$ cat src/rtl/chunked_adder.sv
// Multi-cycle WIDTH-bit adder/subtractor: CHUNK bits per clock with a registered inter-chunk carry.
// Latency NCHUNK cycles from the start edge to done; start is ignored while busy.
module chunked_adder #(
  parameter int WIDTH = 16,
  parameter int CHUNK = 4
) (
  input  logic             clk,
  input  logic             rst,
  input  logic             start,
  input  logic             sub,
  input  logic [WIDTH-1:0] a,
  input  logic [WIDTH-1:0] b,
  output logic             busy,
  output logic             done,
  output logic [WIDTH-1:0] sum,
  output logic             cout,
  output logic             ovf
);

  localparam int NCHUNK = WIDTH / CHUNK;
  localparam int CW     = (NCHUNK > 1) ? $clog2(NCHUNK) : 1;

  typedef enum logic {IDLE, RUN} state_t;

  state_t           state, state_nxt;
  logic [WIDTH-1:0] opa, opb, work, work_nxt;
  logic             carry, a_msb, b_msb;
  logic [CW-1:0]    cnt;
  logic [CHUNK:0]   csum;
  logic             last, accept;

  always_ff @(posedge clk or posedge rst) begin
    if (rst) state <= IDLE;
    else     state <= state_nxt;
  end

  always_comb begin
    state_nxt = state;
    accept    = 1'b0;
    last      = (cnt == CW'(NCHUNK - 1));
    case (state)
      IDLE: if (start) begin
        accept    = 1'b1;
        state_nxt = RUN;
      end
      RUN:  if (last) state_nxt = IDLE;
      default: state_nxt = IDLE;
    endcase
  end

  // Operands shift right one chunk per cycle; the result shifts in from the top,
  // so after NCHUNK steps chunk 0 has landed in the least significant position.
  always_comb begin
    csum     = {1'b0, opa[CHUNK-1:0]} + {1'b0, opb[CHUNK-1:0]} + (CHUNK+1)'(carry);
    work_nxt = WIDTH'({csum[CHUNK-1:0], work} >> CHUNK);
  end

  assign busy = (state == RUN);

  always_ff @(posedge clk or posedge rst) begin
    if (rst) begin
      opa   <= '0;
      opb   <= '0;
      work  <= '0;
      carry <= 1'b0;
      a_msb <= 1'b0;
      b_msb <= 1'b0;
      cnt   <= '0;
      done  <= 1'b0;
      sum   <= '0;
      cout  <= 1'b0;
      ovf   <= 1'b0;
    end else begin
      done <= 1'b0;
      if (accept) begin
        opa   <= a;
        opb   <= sub ? ~b : b;
        carry <= sub;
        a_msb <= a[WIDTH-1];
        b_msb <= sub ? ~b[WIDTH-1] : b[WIDTH-1];
        cnt   <= '0;
      end else if (state == RUN) begin
        opa   <= opa >> CHUNK;
        opb   <= opb >> CHUNK;
        work  <= work_nxt;
        carry <= csum[CHUNK];
        cnt   <= cnt + CW'(1);
        if (last) begin
          sum  <= work_nxt;
          cout <= csum[CHUNK];
          ovf  <= (a_msb == b_msb) && (work_nxt[WIDTH-1] != a_msb);
          done <= 1'b1;
          cnt  <= '0;
        end
      end
    end
  end

endmodule
$ cat config.mk
export PLATFORM = sky130hd
export DESIGN_NAME = chunked_adder
export DESIGN_NICKNAME = d
export VERILOG_FILES = /design/src/rtl/chunked_adder.sv
export SDC_FILE = /design/constraint.sdc
export NUM_CORES = 1
export LEC_CHECK = 0
export ABC_AREA = 1
export ABC_CLOCK_PERIOD_IN_PS = 3300
export BUFFER_PORTS_ARGS = -buffer_cell sky130_fd_sc_hd__buf_4
export CORE_ASPECT_RATIO = 1.4
export CORE_MARGIN = 2
export CORE_UTILIZATION = 59
export CTS_CLUSTER_DIAMETER = 30
export DETAILED_ROUTE_END_ITERATION = 6
export PLACE_DENSITY = 0.86
export SYNTH_ARGS = -nofsm -noshare
export SYNTH_HDL_FRONTEND = slang
export SYNTH_SLANG_ARGS = --single-unit
$ cat constraint.sdc
create_clock -name clk -period 3.3 [get_ports clk]
set_input_delay 0.33 -clock clk [delete_from_list [all_inputs] [get_ports clk]]
set_output_delay 0.33 -clock clk [all_outputs]
set_load 0.02 [all_outputs]
==> results.sh <==
export IMPL_max_stage_delay_ns=0.64
export IMPL_grt_pass1_vias=2275
export IMPL_die_w_um=64.2
export IMPL_setup_violations=0
export IMPL_crit_path_top_delay_cell="dfrtp_1"
export IMPL_reg2reg_slack_ns=1.53
export IMPL_layout_nets=400
export IMPL_status="completed"
export IMPL_clock_sinks=69
export IMPL_track_usage=0.241
export IMPL_path_max_fanout=27
export IMPL_final_cells=427
export IMPL_clk_pin_slew_ns=0.08
export IMPL_cp_start_kind="flop"
export IMPL_max_vdd_ir_drop_mv=0.406
export IMPL_crit_top_cell="buf_4"
export IMPL_hpwl_mm=4.08
export IMPL_critPathKind="flop to output port"
export IMPL_final_common_cell="nand2_1"
export IMPL_slew_headroom=0.535
export IMPL_htree_num_levels=3
export IMPL_fin_area_um2=3680
export IMPL_vias=2281
export IMPL_num_rows=30
export IMPL_post_cts_buffers=0
export IMPL_crit_arrival_ns=1.57
export IMPL_post_cts_resized=0
export IMPL_cp_startpoint="busy"
export IMPL_post_route_min_period_ns=1.90
export IMPL_ys_warn_count=0
export IMPL_synth_enable_flop_cells=0
export IMPL_dr_pass1_iters=4
export IMPL_ys_types=28
export IMPL_syn_avg_cell_area_um2=9.86
export IMPL_worst_slew_pin_slew_ns=0.697
export IMPL_skew_ns=0.00661
export IMPL_tns_ns=0
export IMPL_first_iter_violations=141
export IMPL_drc=0
export IMPL_die_area_um2=5670
export IMPL_cts_tree="yes"
export IMPL_hold_viol=0
export IMPL_fin_util=0.753
export IMPL_nFillCells=340
export IMPL_start_util=0.614
export IMPL_cp_cell_sequence="buf_4 > buf_4"
export IMPL_fin_crit_sh=0.575
export IMPL_ys_flop_type="dfrtp_1"
export IMPL_rsz0062_at_grt="no"
export IMPL_clk_latency_ns=0.35
export IMPL_final_cell_mix="83 x nand2_1, 69 x dfrtp_1, 58 x buf_4, 23 x o21ai_0, 22 x inv_1"
export IMPL_cp_required_ns=2.97
export IMPL_grt_antenna_before_repair=0
export IMPL_synth_ff_latch_count=69
export IMPL_via_per_inst=5.34
export IMPL_ctsHoldBuffers=0
export IMPL_routedWlPerCell_um=14.2
export IMPL_clock_root_buffer="clkbuf_8"
export IMPL_r2r_start="opa[0]"
export IMPL_ios=56
export IMPL_rr_worst_depth=5
export IMPL_fp_dieH_um=88.3
export IMPL_p_leak_nw=1.79
export IMPL_max_freq_mhz=527
export IMPL_cts_made_buffers=9
export IMPL_endpoint="busy"
export IMPL_coreArea_um2=4880
export IMPL_gp_congestion=0.821
export IMPL_power_density_nw_per_um2=925
export IMPL_gr_total_overflow=0
export IMPL_async_reset_ff_frac=1.00
export IMPL_drive_gt1_frac=0.229
export IMPL_syn_num_nets=346
export IMPL_cp_end_kind="output port"
export IMPL_hp_class="input port to async pin"
export IMPL_syn_inst=304
export IMPL_routed_wl_mm=6.08
export IMPL_grt_max_degree=34
export IMPL_slew_viol_final=0
export IMPL_place_area_um2=3420
export IMPL_grt_pass1_wl_mm=10.3
export IMPL_r2r_end="work[14]"
export IMPL_synth_area_um2=3000
export IMPL_port_buffers=55
export IMPL_yosysSeqAreaShare=0.576
export IMPL_dp_cells=411
export IMPL_antennaDiodeCount=0
export IMPL_ant_nets=0
export IMPL_cap_viol_max_count=0
export IMPL_area_delta_synth_final_pct=22.7
export IMPL_cts_buffer_depth=2
==> metal layers <==
metal	vias up	share of wire	global-route usage	wire length, um
li1	1109	-	-	-
met1	1092	0.40	0.286	2410
met2	62	0.53	0.420	3250
met3	18	0.040	0.0509	246
met4	0	0.029	0.120	175
met5	-	0	0	0
==> flip-flops by register name, indices dropped and copies added, names as in the netlist, 2 cells and up <==
signal and count:
cnt 2, opb 16, sum 16, work 12
opa 16
==> Yosys cell counts (2+ instances only) <==
| library cell | count | area (um^2) |
|---|---|---|
| o21ai_1 | 20 | 100 |
| nand2_1 | 83 | 312 |
| inv_1 | 23 | 86.3 |
| o21ai_0 | 23 | 115 |
| fa_1 | 2 | 40.0 |
| dfrtp_1 | 69 | 1730 |
| a22oi_1 | 12 | 90.1 |
| buf_4 | 3 | 22.5 |
| inv_4 | 2 | 12.5 |
| a21oi_1 | 3 | 15.0 |
| buf_2 | 9 | 45.0 |
| o221ai_1 | 5 | 43.8 |
| buf_6 | 2 | 22.5 |
| nand2_2 | 2 | 12.5 |
| o211ai_1 | 3 | 22.5 |
| xnor2_1 | 15 | 131 |
| a22o_1 | 3 | 26.3 |
| nand3_1 | 11 | 55.1 |
| ha_1 | 4 | 50.1 |
| inv_2 | 2 | 7.51 |
==> how the worst min path moves through the flow <==
stage,startpoint,endpoint,slack (ns),cells past startpoint
5_1_grt,rst,opa[6],0.15,2
6_report,rst,work[12],0.09,2
3_5_place_dp,work[9],work[5],0.47,2
2_1_floorplan,work[8],work[4],0.45,2
4_1_cts,rst,work[5],0.12,2
3_3_place_gp,work[11],work[7],0.46,2
==> per-stage QoR <==
stage,hold WS [ns],setup slack (ns),power [mW]
after floorplan,0.450,1.23,2.17
after global placement,0.460,1.59,2.48
after detailed placement,0.471,1.56,2.54
after CTS,0.116,1.40,3.42
after global routing,0.155,1.32,3.63
final,0.0934,1.40,3.40
==> cell type report <==
type | count | area, um^2 | area share
inverter | 28 | 110 | 0.0300
clock buffer | 11 | 151 | 0.0412
multi-input combinational | 192 | 1070 | 0.290
sequential | 69 | 1730 | 0.470
clock inverter | 5 | 106 | 0.0289
tap | 64 | 80.1 | 0.0218
timing repair buffer | 58 | 435 | 0.118
==> kinds of logic after synthesis <==
logic type,Yosys count,synth area share
xor gates and xnor gates,16,0.0468
adders and majority gates,6,0.0301
DFF,69,0.576
AOI/OAI and AO/OA,71,0.142
and+or+nand+nor,99,0.137
buffers and inverters,43,0.0681
==> power breakdown <==
part           leakage, nW  internal [mW]  switching, mW
sequential           0.902           1.17          0.204
combinational        0.762          0.457          0.711
clock                0.126          0.544          0.318
==> critical path, delay by kind of cell, from the launching register on <==
| kind | cells | cell delay, ns |
|---|---|---|
| flip-flops | 1 | 0.64 |
| buffers and inverters | 2 | 0.57 |
Power figures use the tool's default switching activity.
